==> src/rtl/spike_sample_feeder.sv <==
// Spike sample feeder: source end of the network input-sample handshake.
// Host-written spike vectors are queued in a small FIFO; one vector at a time
// is held in a presentation register that drives in_spikes / sample_ready.
// Each rising edge of the network's sample strobe consumes the presented
// vector and pulls the next one from the FIFO.
module spike_sample_feeder #(
  parameter int N_INPUTS = 4,
  parameter int DEPTH    = 8,
  parameter int PTR_W    = 3
) (
  input  logic                clk,
  input  logic                rst,
  input  logic                wr_valid,
  input  logic [N_INPUTS-1:0] wr_data,
  output logic                wr_ready,
  input  logic                flush,
  input  logic                sample,
  output logic                sample_ready,
  output logic [N_INPUTS-1:0] in_spikes,
  output logic [PTR_W:0]      level,
  output logic                overflow,
  output logic                underrun
);

  localparam logic [PTR_W:0] LEVEL_FULL = (PTR_W+1)'(DEPTH);

  // FIFO storage and bookkeeping
  logic [N_INPUTS-1:0] mem_q [DEPTH];
  logic [PTR_W-1:0]    wr_ptr_q, wr_ptr_d;
  logic [PTR_W-1:0]    rd_ptr_q, rd_ptr_d;
  logic [PTR_W:0]      level_q,  level_d;

  // Presentation register and status flags
  logic [N_INPUTS-1:0] cur_q, cur_d;
  logic                cur_vld_q, cur_vld_d;
  logic                overflow_q, overflow_d;
  logic                underrun_q, underrun_d;
  logic                sample_q;

  logic rise;
  logic have_data;
  logic push;
  logic pop;
  logic starve;

  // wr_ready looks only at the registered level, so a pop in the same cycle
  // never lets a write into a full FIFO.
  assign wr_ready  = (level_q != LEVEL_FULL);
  assign rise      = sample & ~sample_q;
  assign have_data = (level_q != '0);
  assign push      = ~flush & wr_valid & wr_ready;
  // Pop to fill an empty presentation slot (LOAD) or on a strobe edge (ADVANCE).
  assign pop       = ~flush & have_data & (rise | ~cur_vld_q);
  assign starve    = ~flush & rise & ~have_data;

  // Next-state logic for pointers, occupancy, presented vector and flags
  always_comb begin
    // NOTE: every output of this block gets a default first so no path leaves
    // a variable unassigned, which would infer a latch.
    wr_ptr_d   = wr_ptr_q;
    rd_ptr_d   = rd_ptr_q;
    level_d    = level_q;
    cur_d      = cur_q;
    cur_vld_d  = cur_vld_q;
    overflow_d = overflow_q;
    underrun_d = underrun_q;

    if (flush) begin
      wr_ptr_d   = '0;
      rd_ptr_d   = '0;
      level_d    = '0;
      cur_d      = '0;
      cur_vld_d  = 1'b0;
      overflow_d = 1'b0;
      underrun_d = 1'b0;
    end else begin
      if (push) begin
        wr_ptr_d = wr_ptr_q + PTR_W'(1);
      end
      if (wr_valid && !wr_ready) begin
        overflow_d = 1'b1;
      end

      if (pop) begin
        // Reads the old head, so a push into the same slot this cycle is safe.
        rd_ptr_d  = rd_ptr_q + PTR_W'(1);
        cur_d     = mem_q[rd_ptr_q];
        cur_vld_d = 1'b1;
      end else if (starve) begin
        cur_d      = '0;
        cur_vld_d  = 1'b0;
        underrun_d = 1'b1;
      end

      unique case ({push, pop})
        2'b10:   level_d = level_q + (PTR_W+1)'(1);
        2'b01:   level_d = level_q - (PTR_W+1)'(1);
        default: level_d = level_q;
      endcase
    end
  end

  // State registers with asynchronous reset
  always_ff @(posedge clk or posedge rst) begin
    // NOTE: sequential state uses non-blocking assignments so every register
    // samples the pre-edge values regardless of statement order.
    if (rst) begin
      wr_ptr_q   <= '0;
      rd_ptr_q   <= '0;
      level_q    <= '0;
      cur_q      <= '0;
      cur_vld_q  <= 1'b0;
      overflow_q <= 1'b0;
      underrun_q <= 1'b0;
      sample_q   <= 1'b0;
    end else begin
      wr_ptr_q   <= wr_ptr_d;
      rd_ptr_q   <= rd_ptr_d;
      level_q    <= level_d;
      cur_q      <= cur_d;
      cur_vld_q  <= cur_vld_d;
      overflow_q <= overflow_d;
      underrun_q <= underrun_d;
      // Edge detector keeps tracking through flush cycles.
      sample_q   <= sample;
    end
  end

  // FIFO storage write port
  always_ff @(posedge clk) begin
    // NOTE: the storage array has no reset; level and pointers alone decide
    // which entries are meaningful, so stale contents are never observed.
    if (push) begin
      mem_q[wr_ptr_q] <= wr_data;
    end
  end

  assign sample_ready = cur_vld_q;
  assign in_spikes    = cur_q;
  assign level        = level_q;
  assign overflow     = overflow_q;
  assign underrun     = underrun_q;

  // Occupancy can never pass DEPTH nor pop from an empty FIFO.
  a_level_bound: assert property (@(posedge clk) disable iff (rst)
    level_q <= LEVEL_FULL);
  a_no_empty_pop: assert property (@(posedge clk) disable iff (rst)
    !(pop && !have_data));

endmodule

==> config.mk <==
export PLATFORM = sky130hd
export DESIGN_NAME = spike_sample_feeder
export DESIGN_NICKNAME = d
export VERILOG_FILES = /design/src/rtl/spike_sample_feeder.sv
export SDC_FILE = /design/constraint.sdc
export NUM_CORES = 1
export LEC_CHECK = 0
export CAP_MARGIN = 40
export CORE_MARGIN = 2
export CORE_UTILIZATION = 56
export CTS_CLUSTER_DIAMETER = 120
export CTS_CLUSTER_SIZE = 20
export DETAILED_ROUTE_END_ITERATION = 10
export GPL_TIMING_DRIVEN = 1
export PLACE_DENSITY = 0.87
export SLEW_MARGIN = 20
export SYNTH_ARGS = -nofsm -noshare
export SYNTH_HDL_FRONTEND = slang
export SYNTH_SLANG_ARGS = --single-unit
==> constraint.sdc <==
create_clock -name clk -period 3.25 [get_ports clk]
set_input_delay 0.4875 -clock clk [delete_from_list [all_inputs] [get_ports clk]]
set_output_delay 0.4875 -clock clk [all_outputs]
set_load 0.005 [all_outputs]
==> results list, run 1 <==
- CTS max path bufs: 2
* Routed wire per std cell: 18.9 µm
- After detailed routing, the number of remaining DRC violations is 0.
- Area growth from synthesis to final layout: 15.7%
* Core outline area: 0.00374 mm²
- Worst clock skew: around 0.012 ns
- Largest net degree at the start of global routing: 19
- Worst EP required: roughly 3.5 ns
* First-pass iteration count of the detailed router: 4
* Total negative setup slack: 0 ns
* DP HPWL: about 3100 µm
- Worst hold-check path type: flop to flop
- After detailed routing, the total wire length is approximately 4400 µm.
- After technology mapping, the gate count stands at approximately 160.
* Share of final-layout standard cells stronger than drive strength 1: 0.158
- Worst slew slack as a fraction of its limit: 0.528
- The worst hold path terminates at in_spikes[0].
- Averaged over all synthesized cells, the footprint is 14.1 µm².
- Source-to-sink clock delay at the later pin of the worst-skew pair: around 0.32 ns
- Port Buffer Count: 20
- Hold Worst Slack: around 0.49 ns
* Number of placement rows: 22
- Startpoint of the tightest hold check path: in_spikes[0]
* Sequential-to-total area share from yosys stat: 0.631
- The die covers between 0.004 and 0.005 mm².
- Die Y-Extent: just under 70 µm
* Vias in the first global route: around 1400
* Top-level port count: 21
- Clock sink count: 50
- Setup violations remaining at the end of the flow were counted as 0.
- The number of nets in the synthesized netlist is ~170.
- Critical path peak fanout: 12
- CTS tree: done
- Power comes to around 2.0 mW.
* Clock transition at the register clock pins on the worst setup and hold paths after CTS: approximately 0.10 ns
- STA classifies the critical path startpoint as an input pin.
* Worst-case setup slack after placement: 0.319 ns
- The final layout contains around 200 nets.
* Number of max-slew violations in the final report: 0
- At the pin with the least slew margin, the transition time is ~0.7 ns.
* Delay of the slowest cell on the worst path: just over 0.6 ns
- Nature of the critical path endpoint: flop
- The synthesized netlist occupies a cell area of about 0.0022 mm².
* Result of the run: finished clean
- The worst hold path was traced through 2 stages.
- The top cell types in the final layout, fill and taps aside, are 32 x edfxtp_1, 20 x clkdlybuf4s50_1, 19 x nor2_1, 18 x dfrtp_1, 15 x nand2_1.
* Async set-reset flop share out of synthesis: 0.360
- Number of library cell types mapped by synthesis: 35
* Capture instance of the worst register-to-register path: level[3]
- Of the available clock period, the critical path in the final layout requires 0.817.
- The first global-routing pass estimated between 7000 and 8000 µm of wire.
* Worst-path cell chain: clkdlybuf4s50_1 > a21oi_1 > nand2_1 > nor2_1 > ha_1 > a41oi_1 > nand3_2 > xor2_1 > a211oi_2
- After layout, the worst setup slack is roughly 0.6 ns.
- Setup repair after global routing missed its margin: no
- In this run, synthesis produced a sequential element count of 50.
- Max-cap violations: 0
- Clock buffers created by TritonCTS: 5
- After clock tree synthesis, the flow added hold-fix buffers numbering 0.
* PwrDens: ~780 mW/mm²
- Routability-driven placement congestion ratio: around 0.8
- In the global route stage, overall resource usage came out at 0.228.
- The H-tree was split into 2 levels.
* Yosys synthesis warning count: 0
- Launch point of the critical path: flush
- Antenna cells: 0
* Horizontal die dimension: a little under 70 µm
- Reg2Reg Setup Slack: around 0.64 ns
- Root Buffer Master: clkbuf_8
- Classification of the worst setup path: input pin to flop
* First DRT Iteration DRCs: 90
- The library cell used most frequently in the layout, excluding fill and tap cells, is edfxtp_1.
* Worst reg2reg path depth: 9
* GRT overflow: 0
* Antenna violations before repair: 0
- Slowest stage cell, crit path: clkdlybuf4s50_1
- The number of hold-slack violations in the final timing report was 0.
- Peak supply drop: around 430 µV
- The initial utilization of the core area, before any placement, comes to 0.598.
- At the end of the flow the core is filled with cells to 0.692.
- For the worst setup path, the data arrival time is 2.89 ns.
- Post-layout min period: roughly 2.7 ns
- Dividing the detail-routed via count by the number of cells gives ~5.9.
- Routed Antenna Nets: 0
- FMAX: between 300 and 400 MHz
* Top flip-flop cell by instance count after synthesis: edfxtp_1
- Post-CTS sizing: 0
* Vias after detailed routing: roughly 1400
* Number of buffers added for setup after CTS: 0
- EDFF count, synth: 32
- Worst reg2reg startpoint: level[1]
* Standby leakage power: 0.956 nW
[flip-flops by register name, indices dropped and copies added, names as in the netlist]
register / count
mem_q: 32
in_spikes: 4
level: 4
rd_ptr_q: 3
wr_ptr_q: 3
overflow: 1
sample_q: 1
sample_ready: 1
underrun: 1
[cell usage after synthesis, drive strengths merged (4+ instances only)]
| cell | instances | area, µm² |
|---|---|---|
| o21ai | 6 | 30.0 |
| mux4 | 8 | 180 |
| ha | 4 | 50.1 |
| edfxtp | 32 | 961 |
| buf | 5 | 28.8 |
| nand2b | 4 | 25.0 |
| nor2 | 19 | 71.3 |
| dfrtp | 18 | 450 |
| mux2i | 7 | 70.1 |
| nand2 | 15 | 56.3 |
| inv | 5 | 18.8 |
| nor3 | 7 | 40.0 |
[routing by layer]
metal  part of all wire  GRT usage  routed length, µm  vias up
li1                   -          -                  -      634
met1               0.38      0.255               1640      666
met2               0.53      0.394               2320       55
met3              0.058     0.0783                252       15
met4              0.032      0.105                141        0
met5                  0          0                  0        -
[worst max path at each step]
| stage | endpoint | slack [ns] |
|---|---|---|
| after floorplan | level[3] | 0.88 |
| after global placement | level[3] | 0.49 |
| after detailed placement | level[3] | 0.32 |
| after CTS | level[3] | 0.58 |
| after global routing | level[3] | 0.41 |
| final | level[3] | 0.59 |
[power breakdown]
group / switching (mW) / internal, mW
sequential: 0.155 / 0.771
combinational: 0.318 / 0.384
clock: 0.208 / 0.175
[area by class of cell]
| type | instances | area, µm² |
|---|---|---|
| inverter | 5 | 18.8 |
| clock inverter | 2 | 17.5 |
| sequential | 50 | 1410 |
| tap | 48 | 60.1 |
| timing repair buffer | 24 | 230 |
| clock buffer | 6 | 82.6 |
| multi-input combinational | 96 | 768 |
| fill | 260 | 1150 |
[metrics by stage]
step | instance area [µm²] | std cells
detailed placement | 2490 | 223
global placement | 2490 | 223
CTS | 2590 | 231
global route | 2590 | 231
finish | 2590 | 231
floorplan | 2240 | 159
[worst max-delay path, delay by kind of cell]
kind | cells | cell delay [ns]
adder cells (fa/ha/maj) | 1 | 0.32
AND/OR/NAND/NOR | 3 | 0.48
XOR/XNOR | 1 | 0.18
AO/OA/AOI/OAI | 3 | 0.80
buffers and inverters | 1 | 0.62
[cell families (layout without fill, tap and decap cells)]
family,count (synthesis),after routing,synth area share
flip-flops,50,50,0.631
multiplexers,17,17,0.124
XOR/XNOR,6,6,0.0235
AND/OR/NAND/NOR,54,54,0.121
AO/OA/AOI/OAI,15,15,0.0531
adder cells (fa/ha/maj),4,4,0.0224
buffers and inverters,13,37,0.0263
No activity file was read; power rests on OpenSTA's default activity.
==> run 2, diff against run 1 <==
Settings changed: CORE_UTILIZATION 56 to 51, PLACE_DENSITY 0.87 to 0.84.
Clock period 3.25 ns to 2.4 ns, I/O delays scaled along.
==> results list, run 2 (same netlist as run 1, synthesis figures left out) <==
* Tot Pwr: approximately 2.8 mW
- Setup repair after global routing missed its margin: no
* Routability-driven placement congestion ratio: between 0.8 and 0.9
* Power share of the combinational group: 0.390
- In this run the power spent charging and discharging nets is around 940 µW.
* Routed wire per std cell: 16.8 µm
- Leaving out fill and tap cells, the most frequent cell in the layout is edfxtp_1.
- Entering global routing, the biggest net connects 19 pins.
* Clock buffers created by TritonCTS: 5
- The first global-routing pass estimated 7130 µm of wire.
- Data on the critical path is required at its endpoint by between 2 and 3 ns.
- Once the clock tree was built, the resizer swapped 0 gates to a different size.
- First DRT Iteration DRCs: between 100 and 150
* Fillcell total: roughly 300
* Number of flip-flops in the largest register: 32
* Peak supply drop: 540 µV
* Internal power: between 1.5 and 2 mW
- Of the total power, the share spent switching nets is 0.333.
* Top-level port count: 21
- Across the run, the number of max-cap violations was 0.
- Final instance area: 0.00272 mm²
- Routed Antenna Nets: 0
* Standby leakage power: 1.02 nW
- In this run, post-CTS hold repair placed 0 buffers.
- In this run the tool buffered the top-level ports with 20 buffer cells.
* Total track usage: 0.191
- Die Y-Extent: 70.3 µm
* Nature of the critical path endpoint: flop
- Tcrit/Tclk final: 0.925
- Broken down by cell family, the worst path's largest delay share belongs to simple AND/OR/NAND/NOR gates.
- Total negative setup slack: 0 ns
- Compared with the post-synthesis result, the final layout area differs by 21.4%.
* Routed vias/inst: between 5 and 6
* Antenna violations before repair: 0
- Post-layout min period: 2.22 ns
* Slowest stage cell, crit path: dfrtp_2
- The number of hold-slack violations in the final timing report came to 0.
- DP HPWL: roughly 3000 µm
- In this run the worst path has a maximum fanout of 6.
- Clock sink count: 50
* Number of placement rows: 24
- Non-filler cells, final: approximately 250
- Final setup violation count: 0
* Antenna cells: 0
- Worst clock skew: about 0.0052 ns
- Count of H-tree levels built during CTS: 2
* Number of max-slew violations in the final report: 0
- Classification of the worst setup path: flop to flop
* Largest Register: mem_q
- Result of the run: finished clean
* Delay of the slowest cell on the worst path: roughly 0.5 ns
* Core outline area: approximately 0.0043 mm²
- The clock passes through at most 2 buffers.
- The via count of the first global-routing pass was 1446.
* Utilization after layout: 0.633
- The pre-antenna-repair detailed-routing pass consisted of 4 iterations.
- DRC errors left: 0
- Summing all placed instances gives a cell area of between 0.002 and 0.003 mm².
- The clock reaches the later pin of the worst-skew pair after 0.31 ns.
- For this design the ratio of total power to cell area is approximately 1000 mW/mm².
* Slew at the pin closest to its max-slew limit: 0.720 ns
- Critical path startpoint category: flop
* CTS tree: done
- Summing over every cut layer, the via total after detailed routing is 1403.
- The die is between 70 and 80 µm wide.
- Worst hold-check path type: input pin to async pin
- In the final layout, the share of cells above drive strength 1 is 0.231.
- Worst slew slack as a fraction of its limit: 0.520
- For this configuration, the core starts out at a cell density of 0.521.
- Based on the critical path, the design can be clocked at up to 450 MHz.
- The share of total power dissipated in sequential elements is 0.436.
- Clock power share: 0.174
* Commonest cells after routing, fill and taps aside: 32 x edfxtp_1, 20 x clkdlybuf4s50_1, 20 x buf_4, 19 x nor2_1, 17 x dfrtp_1
- The signal on the critical path passes through nor4b_4 > buf_4 > or3_1 > nand2_1 > mux2_2 > ha_1 > a31oi_1 > xnor2_1 > mux2i_1 > nor2_1.
- Final-stage net count: ~210
* Root Buffer Master: clkbuf_8
* Sum of routed wire length over all layers: roughly 4200 µm
* Arrival time at the worst endpoint: 2.46 ns
* Number of buffers added for setup after CTS: 0
- The die covers approximately 0.005 mm².
- GRT overflow: 0
* Buffers & Inverters on Critical Path: 1
- Dpl cells: approximately 240
- After clock tree synthesis, the clock-pin slew on the worst setup and hold paths is approximately 0.09 ns.
run 2: cell count changes in the layout (fill, tap and decap cells not counted), sizes merged:
cell | before | now
buf | 4 | 20
clkbuf | 6 | 5
clkinv | 2 | 1
clkinvlp | 0 | 1
inv | 5 | 6
run 2: path summary, 6_finish.rpt:
path | to | from | slack, ns | cells past startpoint
worst min register to register | in_spikes[2] | in_spikes[2] | 0.49 | 2
worst max-delay path | level[2] | level[2] | 0.18 | 10
worst max register to register | level[2] | level[2] | 0.18 | 10
worst min-delay path | sample_q | rst | 0.46 | 2
min in group clk | in_spikes[2] | in_spikes[2] | 0.49 | 2
max in group asynchronous | level[2] | rst | 1.44 | 2
run 2: power by group through the flow:
| stage | sequential [mW] | clock [mW] | combinational (mW) |
|---|---|---|---|
| 4_1_cts | 1.22 | 0.499 | 1.09 |
| 5_1_grt | 1.25 | 0.537 | 1.20 |
| 3_5_place_dp | 1.25 | 0 | 1.08 |
| 3_3_place_gp | 1.23 | 0 | 1.04 |
| 6_report | 1.23 | 0.491 | 1.10 |
| 2_1_floorplan | 1.16 | 0 | 0.703 |
run 2: through the flow:
stage | hold WS (ns) | setup WS [ns]
2_1_floorplan | 0.299 | 0.0801
3_3_place_gp | 0.465 | -0.0180
3_5_place_dp | 0.476 | -0.119
4_1_cts | 0.488 | 0.152
5_1_grt | 0.517 | 0.0453
6_report | 0.457 | 0.179
run 2: metal layers:
metal / up-vias / global-route usage / part of all wire
met5: - / 0 / 0
met4: 0 / 0.0962 / 0.023
met3: 8 / 0.0303 / 0.031
met2: 31 / 0.306 / 0.51
met1: 704 / 0.253 / 0.44
li1: 660 / - / -
run 2: final cells by class:
type / count / area (µm²) / share of cell area
Clock buffer: 5 / 68.8 / 0.0253
Clock inverter: 3 / 20.0 / 0.00737
Inverter: 5 / 18.8 / 0.00691
Multi-Input combinational cell: 96 / 781 / 0.287
Sequential cell: 50 / 1410 / 0.520
Timing Repair Buffer: 40 / 350 / 0.129
Tap cell: 52 / 65.1 / 0.0240
